File: src/rtl/pipe_ctrl_if.sv
// Stall/flush and multiply/divide scheduler signal bundle for pipe_ctrl.
// master: pipeline side driving requests; slave: pipe_ctrl.
interface pipe_ctrl_if #(
    parameter int CNT_W = 6
);
    logic             hz_stall;
    logic             br_taken;
    logic             ex_md_start;
    logic [1:0]       ex_md_op;
    logic             id_md_use;
    logic             pc_we;
    logic             ifid_we;
    logic             ifid_flush;
    logic             idex_flush;
    logic             md_busy;
    logic             md_done;
    logic [CNT_W-1:0] md_cnt;
    logic             md_err;
    logic [31:0]      perf_stall;
    logic [31:0]      perf_flush;

    modport master (
        output hz_stall, br_taken, ex_md_start, ex_md_op, id_md_use,
        input  pc_we, ifid_we, ifid_flush, idex_flush,
        input  md_busy, md_done, md_cnt, md_err,
        input  perf_stall, perf_flush
    );

    modport slave (
        input  hz_stall, br_taken, ex_md_start, ex_md_op, id_md_use,
        output pc_we, ifid_we, ifid_flush, idex_flush,
        output md_busy, md_done, md_cnt, md_err,
        output perf_stall, perf_flush
    );
endinterface

File: src/rtl/pipe_ctrl.sv
// Pipeline stall/flush sequencer with multi-cycle HI/LO mult/div scheduler.
// Optional stall/flush performance counters under PIPE_CTRL_PERF_EN.
module pipe_ctrl #(
    parameter int MUL_CYCLES = 4,
    parameter int DIV_CYCLES = 32,
    parameter int CNT_W      = 6
) (
    input logic        clk,
    input logic        rst_n,
    pipe_ctrl_if.slave io
);
    localparam logic [1:0] S_IDLE = 2'd0;
    localparam logic [1:0] S_MUL  = 2'd1;
    localparam logic [1:0] S_DIV  = 2'd2;
    localparam logic [1:0] S_DONE = 2'd3;

    logic [1:0]       state_q;
    logic [CNT_W-1:0] cnt_q;
    logic             done_q;
    logic             err_q;
    logic             md_busy;
    logic             md_stall;
    logic             stall;
    logic             sel_rst;
    logic             sel_stall;
    logic             sel_br;
    logic             sel_run;
    logic             pc_we;
    logic             ifid_we;
    logic             ifid_flush;
    logic             idex_flush;
    logic             md_op_unused;

    // signedness (op[0]) only matters to the datapath
    assign md_op_unused = io.ex_md_op[0];

    always_ff @(posedge clk or negedge rst_n) begin
        if (!rst_n) begin
            state_q <= S_IDLE;
            cnt_q   <= '0;
            done_q  <= 1'b0;
            err_q   <= 1'b0;
        end else begin
            done_q <= 1'b0;
            err_q  <= io.ex_md_start & (state_q != S_IDLE);
            case (state_q)
                S_IDLE: begin
                    if (io.ex_md_start) begin
                        if (io.ex_md_op[1]) begin
                            state_q <= S_DIV;
                            cnt_q   <= CNT_W'(DIV_CYCLES - 1);
                        end else begin
                            state_q <= S_MUL;
                            cnt_q   <= CNT_W'(MUL_CYCLES - 1);
                        end
                    end
                end
                S_MUL, S_DIV: begin
                    if (cnt_q == '0) begin
                        state_q <= S_DONE;
                        done_q  <= 1'b1;
                    end else begin
                        cnt_q <= cnt_q - 1'b1;
                    end
                end
                default: state_q <= S_IDLE;
            endcase
        end
    end

    // DONE still stalls MD users: HI/LO is written at the end of that cycle
    assign md_busy  = (state_q != S_IDLE);
    assign md_stall = md_busy & io.id_md_use;
    assign stall    = io.hz_stall | md_stall;

    assign sel_rst   = ~rst_n;
    assign sel_stall = rst_n & stall;
    assign sel_br    = rst_n & ~stall & io.br_taken;
    assign sel_run   = rst_n & ~stall & ~io.br_taken;

    always_comb begin
        pc_we      = 1'b0;
        ifid_we    = 1'b0;
        ifid_flush = 1'b0;
        idex_flush = 1'b0;
        unique case (1'b1)
            sel_rst: begin
            end
            sel_stall: begin
                idex_flush = 1'b1;
            end
            sel_br: begin
                pc_we      = 1'b1;
                ifid_we    = 1'b1;
                ifid_flush = 1'b1;
            end
            sel_run: begin
                pc_we   = 1'b1;
                ifid_we = 1'b1;
            end
        endcase
    end

    assign io.pc_we      = pc_we;
    assign io.ifid_we    = ifid_we;
    assign io.ifid_flush = ifid_flush;
    assign io.idex_flush = idex_flush;
    assign io.md_busy    = md_busy;
    assign io.md_done    = done_q;
    assign io.md_cnt     = cnt_q;
    assign io.md_err     = err_q;

`ifdef PIPE_CTRL_PERF_EN
    logic [31:0] perf_stall_q;
    logic [31:0] perf_flush_q;

    always_ff @(posedge clk or negedge rst_n) begin
        if (!rst_n) begin
            perf_stall_q <= '0;
            perf_flush_q <= '0;
        end else begin
            if (stall) begin
                perf_stall_q <= perf_stall_q + 32'd1;
            end
            if (ifid_flush) begin
                perf_flush_q <= perf_flush_q + 32'd1;
            end
        end
    end

    assign io.perf_stall = perf_stall_q;
    assign io.perf_flush = perf_flush_q;
`else
    assign io.perf_stall = '0;
    assign io.perf_flush = '0;
`endif
endmodule

File: src/flat_wrapper.sv
// flat-port wrapper written by rule: the top's interface ports become plain ports
module pipe_ctrl_flat 
#(
    parameter int MUL_CYCLES = 4,
    parameter int DIV_CYCLES = 32,
    parameter int CNT_W      = 6
)
  (clk, rst_n, io_hz_stall, io_br_taken, io_ex_md_start, io_ex_md_op, io_id_md_use, io_pc_we, io_ifid_we, io_ifid_flush, io_idex_flush, io_md_busy, io_md_done, io_md_cnt, io_md_err, io_perf_stall, io_perf_flush);
  pipe_ctrl_if #(.CNT_W(CNT_W)) io_i ();
  input logic clk;
  input logic rst_n;
  input wire logic [$bits(io_i.hz_stall)-1:0] io_hz_stall;
  input wire logic [$bits(io_i.br_taken)-1:0] io_br_taken;
  input wire logic [$bits(io_i.ex_md_start)-1:0] io_ex_md_start;
  input wire logic [$bits(io_i.ex_md_op)-1:0] io_ex_md_op;
  input wire logic [$bits(io_i.id_md_use)-1:0] io_id_md_use;
  output wire logic [$bits(io_i.pc_we)-1:0] io_pc_we;
  output wire logic [$bits(io_i.ifid_we)-1:0] io_ifid_we;
  output wire logic [$bits(io_i.ifid_flush)-1:0] io_ifid_flush;
  output wire logic [$bits(io_i.idex_flush)-1:0] io_idex_flush;
  output wire logic [$bits(io_i.md_busy)-1:0] io_md_busy;
  output wire logic [$bits(io_i.md_done)-1:0] io_md_done;
  output wire logic [$bits(io_i.md_cnt)-1:0] io_md_cnt;
  output wire logic [$bits(io_i.md_err)-1:0] io_md_err;
  output wire logic [$bits(io_i.perf_stall)-1:0] io_perf_stall;
  output wire logic [$bits(io_i.perf_flush)-1:0] io_perf_flush;
  assign io_i.hz_stall = io_hz_stall;
  assign io_i.br_taken = io_br_taken;
  assign io_i.ex_md_start = io_ex_md_start;
  assign io_i.ex_md_op = io_ex_md_op;
  assign io_i.id_md_use = io_id_md_use;
  assign io_pc_we = io_i.pc_we;
  assign io_ifid_we = io_i.ifid_we;
  assign io_ifid_flush = io_i.ifid_flush;
  assign io_idex_flush = io_i.idex_flush;
  assign io_md_busy = io_i.md_busy;
  assign io_md_done = io_i.md_done;
  assign io_md_cnt = io_i.md_cnt;
  assign io_md_err = io_i.md_err;
  assign io_perf_stall = io_i.perf_stall;
  assign io_perf_flush = io_i.perf_flush;
  pipe_ctrl #(.MUL_CYCLES(MUL_CYCLES), .DIV_CYCLES(DIV_CYCLES), .CNT_W(CNT_W)) u_core (.clk(clk), .rst_n(rst_n), .io(io_i));
endmodule
File: config.mk
export PLATFORM = sky130hd
export DESIGN_NAME = pipe_ctrl_flat
export DESIGN_NICKNAME = d
export VERILOG_FILES = /design/src/rtl/pipe_ctrl_if.sv /design/src/rtl/pipe_ctrl.sv /design/src/flat_wrapper.sv
export SDC_FILE = /design/constraint.sdc
export NUM_CORES = 1
export LEC_CHECK = 0
export ABC_AREA = 1
export BUFFER_PORTS_ARGS = -buffer_cell sky130_fd_sc_hd__buf_2
export CORE_MARGIN = 2
export CORE_UTILIZATION = 41
export CTS_BUF_LIST = sky130_fd_sc_hd__clkbuf_2
export CTS_CLUSTER_SIZE = 20
export DETAILED_ROUTE_END_ITERATION = 6
export HOLD_SLACK_MARGIN = 0.15
export PLACE_DENSITY = 0.85
export SYNTH_ARGS = -nofsm -noshare
export SYNTH_HDL_FRONTEND = slang
export SYNTH_SLANG_ARGS = --single-unit
export TNS_END_PERCENT = 30
File: constraint.sdc
create_clock -name clk -period 1.82 [get_ports clk]
set_input_delay 0.364 -clock clk [delete_from_list [all_inputs] [get_ports clk]]
set_output_delay 0.364 -clock clk [all_outputs]
set_load 0.03 [all_outputs]
Word level (Yosys, flattened, before mapping)
Index checks and enable logic that the tools add are counted.
{"block": "totals", "elab_cells": 40, "ff_bits": 10, "inputBits": 8}
{"block": "classes", "reduce_logical": 8, "bitwise_logic": 9, "n_eq_ne": 5, "muxes": 13, "n_addsub": 1}
{"operator": "6-bit 2-to-1 mux", "count": 2}
{"operator": "6-bit one-hot mux with 2 select lines", "count": 1}
{"operator": "1-bit bitwise AND", "count": 6}
{"operator": "6-bit logical NOT", "count": 1}
{"operator": "2-bit 2-to-1 mux", "count": 3}
{"operator": "6-bit by 1-bit subtractor with 6-bit output, second input constant", "count": 1}
{"operator": "1-bit 2-to-1 mux", "count": 5}
{"operator": "5-bit 2-to-1 mux", "count": 1}
{"operator": "2-bit != test, second input constant", "count": 2}
{"operator": "2-bit one-hot mux with 2 select lines", "count": 1}
{"operator": "2-bit nonzero test", "count": 2}
{"operator": "2-bit OR reduction", "count": 2}
{"operator": "3-bit AND reduction", "count": 1}
{"operator": "2-bit by 1-bit == test with 1-bit output, second input constant", "count": 1}
{"operator": "2-bit == test, second input constant", "count": 1}
{"operator": "2-bit logical NOT", "count": 1}
{"operator": "2-bit by 1-bit != test with 1-bit output, second input constant", "count": 1}
{"operator": "1-bit inverter", "count": 2}
{"operator": "2-bit AND reduction", "count": 1}
{"operator": "1-bit OR", "count": 1}

Logic depth before layout (Yosys ltp)
{"block": "logic_depth", "ltp_word": 8, "depth_mapped": 10}

Worst setup path before layout
OpenSTA, ideal clock, no wires.
{"block": "synth_timing", "kind": "register to output", "startpoint": "register u_core.state_q[0]", "endpoint": "output port io_pc_we", "required_ns": 1.456, "t_arrival_ns": 1.640, "path_stages_with_launch": 8, "slack_ns": -0.184, "path_buffers": 1, "cell_sequence": "dfrtp_1 inv_1 ha_1 inv_2 a21oi_1 inv_1 nor2_1 buf_4"}
{"block": "synth_between", "elab_chain_cells": 8, "elab_cells_between_ends": 9}
{"item": "start, declared", "line_no": "pipe_ctrl.sv:17", "text": "logic [1:0] state_q;"}
{"item": "start signal, assigned", "line_no": "pipe_ctrl.sv:39", "text": "state_q <= S_IDLE;"}
{"item": "start signal, assigned", "line_no": "pipe_ctrl.sv:50", "text": "state_q <= S_DIV;"}
{"item": "start signal, assigned", "line_no": "pipe_ctrl.sv:53", "text": "state_q <= S_MUL;"}
{"item": "2-bit nonzero test *", "line_no": "pipe_ctrl.sv:72", "text": "assign md_busy = (state_q != S_IDLE);"}
{"item": "named net io_md_busy", "line_no": "flat_wrapper.sv:21", "text": "output wire logic [$bits(io_i.md_busy)-1:0] io_md_busy;"}
{"item": "1-bit bitwise AND *", "line_no": "pipe_ctrl.sv:73", "text": "assign md_stall = md_busy & io.id_md_use;"}
{"item": "1-bit OR *", "line_no": "pipe_ctrl.sv:74", "text": "assign stall = io.hz_stall | md_stall;"}
{"item": "1-bit inverter *", "line_no": "pipe_ctrl.sv:78, pipe_ctrl.sv:79"}
{"item": "1-bit bitwise AND *", "line_no": "pipe_ctrl.sv:78, pipe_ctrl.sv:79"}
{"item": "1-bit bitwise AND (on tied branches)", "line_no": "pipe_ctrl.sv:79, pipe_ctrl.sv:78"}
{"item": "2-bit OR reduction (no line) *"}
{"item": "1-bit 2-to-1 mux *"}
{"item": "end, declared", "line_no": "flat_wrapper.sv:17", "text": "output wire logic [$bits(io_i.pc_we)-1:0] io_pc_we;"}
Mark *: on every way through the listed nets, which the timed path passes. The rest lies on a longest branch.

Final worst setup path
{"block": "layout_timing", "startpoint": "register u_core.state_q[1]", "endpoint": "output port io_ifid_flush"}
{"block": "layout_between", "elab_chain_cells": 7}
{"item": "2-bit nonzero test", "line_no": "pipe_ctrl.sv:72"}
{"item": "1-bit bitwise AND", "line_no": "pipe_ctrl.sv:73"}
{"item": "1-bit OR", "line_no": "pipe_ctrl.sv:74"}
{"item": "1-bit inverter", "line_no": "pipe_ctrl.sv:78", "text": "assign sel_br = rst_n & ~stall & io.br_taken;"}
{"item": "1-bit bitwise AND (2 in a row)", "line_no": "pipe_ctrl.sv:78"}
{"item": "1-bit 2-to-1 mux", "line_no": "pipe_ctrl.sv:86", "text": "unique case (1'b1)"}
{"item": "end, declared", "line_no": "flat_wrapper.sv:19", "text": "output wire logic [$bits(io_i.ifid_flush)-1:0] io_ifid_flush;"}
No other way between the ends.

==> results.yml <==
yosys:
  seq_area_frac_synth: 0.221
  yosys.cell_types.count: 20
  synth_ff_type: "dfrtp_1"
  yosysWarnings: 0
  synth.most_common_cell: "buf_4"
  yosys-top-cells-count: "buf_4 (65), nand2_1 (32), inv_1 (11), dfrtp_1 (10), nor2_1 (9)"
  synth_top_area_cell: "buf_4"
  synth_top_area_frac: 0.430
  synth.avg_cell_area_sq_um: 7.22
  synthCells: 157
  syn_area_sq_mm: 0.00113
  synth-edff-count: 0
  synthTopCellsByArea: "buf_4 (43%), dfrtp_1 (22%), nand2_1 (11%)"
  synthArstFlopShare: 1.00
  synth-seq-cells: 10
routing:
  drt-total-wl_um: 1750
  post_drt_wl_per_cell_um: 8.18
  ant_nets: 0
  vias_per_cell: 3.80
  drtIter0Drc: 16
  dr.pass1.iters: 4
  drc: 0
  vias: 814
final_layout:
  finalNetCount: 197
  drive_gt1_frac: 0.246
  area_delta_synth_final_pct: 0.441
  fin_area_sq_mm: 0.00114
  diodes: 0
worst_setup_path:
  reg2reg_depth: 11
  cp_max_fo: 3
  reg2reg_slack_ns: 0.38
  endpoint_kind: "output pin"
  crit_path_start_kind: "register"
  crit_required_ns: 1.46
  critPathArrivalTime_ns: 1.40
  r2r-end: "u_core.io.md_cnt[1]"
  worstSetupPathType: "register to output pin"
  r2r_start: "u_core.state_q[1]"
timing:
  fin_crit_sh: 0.972
  finClkSkew_ns: 0.00387
  rsz0062_at_grt: "true"
  setup_violations: 0
  drv_slew: 0
  min_period_ns: 1.77
  finalWorstSetupSlack_ns: 0.0513
  finalHoldViolations: 0
  timing.fmax_mhz: 565
die:
  die_h_um: 56.6
  io_pins: 85
  core_sq_mm: 0.00269
  die_w_um: 56.6
  rows: 19
  start_util: 0.422
  die_area_sq_mm: 0.00320
clocking:
  clk_latency_ns: 0.25
  clockBufferDepth: 2
  htree_levels: 1
  cts_buffers: 3
  clkTransAtPathRegs_ns: 0.10
  clock-sinks: 10
  cts_tree: "done"
  root_buffer: "clkbuf_2"
power_and_ir_drop:
  p_leak_nw: 0.704
  peakVddDrop_mv: 0.918
  power_density_mw_per_mm2: 1770
grt:
  grt_pass1_wl_um: 2610
  grt_pass1_vias: 624
  antenna_found_initial: 0
  grtUsageTotal: 0.108
  grt.overflow.total: 0
  grt_max_degree: 8
flow_run:
  drv_cap: 0
hold_path:
  hold_path_class: "input port to register"
  hold_end: "u_core.io.md_err"
  hold_depth: 3
  min_from: "io_ex_md_start"
run_status:
  status: "complete, no violations"
placed_design:
  place_ws_ns: 0.188
  gp_congestion: 0.795
  port_buffers: 19
  hpwl_um: 1380
  place_area_sq_mm: 0.00103
through the flow:
| stage | cells | hold slack, ns | util | TNS [ns] | power, mW |
|---|---|---|---|---|---|
| 2_1_floorplan | 220 | 0.0684 | - | 0 | 1.58 |
| 3_3_place_gp | 206 | 0.183 | 0.384 | 0 | 1.71 |
| 3_5_place_dp | 206 | 0.187 | 0.384 | 0 | 1.74 |
| 4_1_cts | 212 | 0.313 | 0.403 | 0 | 1.90 |
| 5_1_grt | 214 | 0.327 | 0.424 | -0.0217 | 2.22 |
| 6_report | 214 | 0.318 | 0.424 | 0 | 2.01 |
power by group:
part           internal (mW)  leakage (nW)  switching (mW)  total [mW]
Clock                 0.0449        0.0125          0.0763       0.121
Sequential             0.324         0.125          0.0942       0.418
Combinational          0.478         0.566           0.996        1.47
Total                  0.847         0.704            1.17        2.01
worst max-delay path: stages (launching register included):
cell     delay (ns)
dfrtp_1        0.40
inv_2          0.07
ha_4           0.15
inv_6          0.04
a21oi_4        0.16
and3_4         0.20
buf_6          0.12
kinds of logic after synthesis:
kind of cell | Yosys count | synth area share
buffers and inverters | 79 | 0.477
other | 1 | 0.00331
DFF | 10 | 0.221
and+or+nand+nor | 57 | 0.222
xor gates and xnor gates | 1 | 0.00773
adders and majority gates | 4 | 0.0442
AOI/OAI and AO/OA | 5 | 0.0254
worst max path at each step:
stage	startpoint	endpoint	slack [ns]
floorplan	u_core.state_q[0]	io_pc_we	0.08
global placement	u_core.state_q[0]	io_pc_we	0.23
detailed placement	u_core.state_q[0]	io_pc_we	0.19
CTS	u_core.state_q[0]	io_pc_we	0.01
global route	u_core.state_q[1]	io_pc_we	-0.01
finish	u_core.state_q[1]	io_ifid_flush	0.05
flip-flops by register name, indices dropped and copies added (netlist names):
signal / flops
u_core.io.md_cnt: 6
u_core.state_q: 2
u_core.io.md_done: 1
u_core.io.md_err: 1
what timing repair did:
| action | in CTS | in global routing |
|---|---|---|
| setup endpoints to repair | 3 | 3 |
| hold endpoints to repair | 10 | 0 |
| gates cloned | 0 | 0 |
| hold buffers | 1 | 0 |
| pin swaps | 0 | 3 |
| setup buffers | 2 | 2 |
| resized for setup | 4 | 12 |
per-layer routing:
metal	global-route usage	up-vias	share of wire
met5	0	-	0
met4	0.0884	0	0.037
met3	0.0230	7	0.13
met2	0.188	59	0.49
met1	0.110	347	0.34
li1	-	401	-
area by class of cell:
type / instances / area, sq um
Fill cell: 288 / 1550
Tap cell: 31 / 38.8
Timing Repair Buffer: 25 / 161
Inverter: 14 / 57.6
Sequential cell: 10 / 250
Multi-Input combinational cell: 131 / 616
Clock buffer: 3 / 15.0
cell usage in the layout (no fill, tap or decap), types with 2 or more instances in the layout:
master     n
nor2_2     4
dfrtp_1   10
nand2_2    2
nand3_1    6
ha_1       3
inv_1      8
buf_4      5
inv_2      5
nor2_1     8
buf_6      3
conb_1    64
buf_2     16
o21ai_0    2
nand2_1   32
clkbuf_2   3
Note: power is estimated with default switching activity, not from simulation.
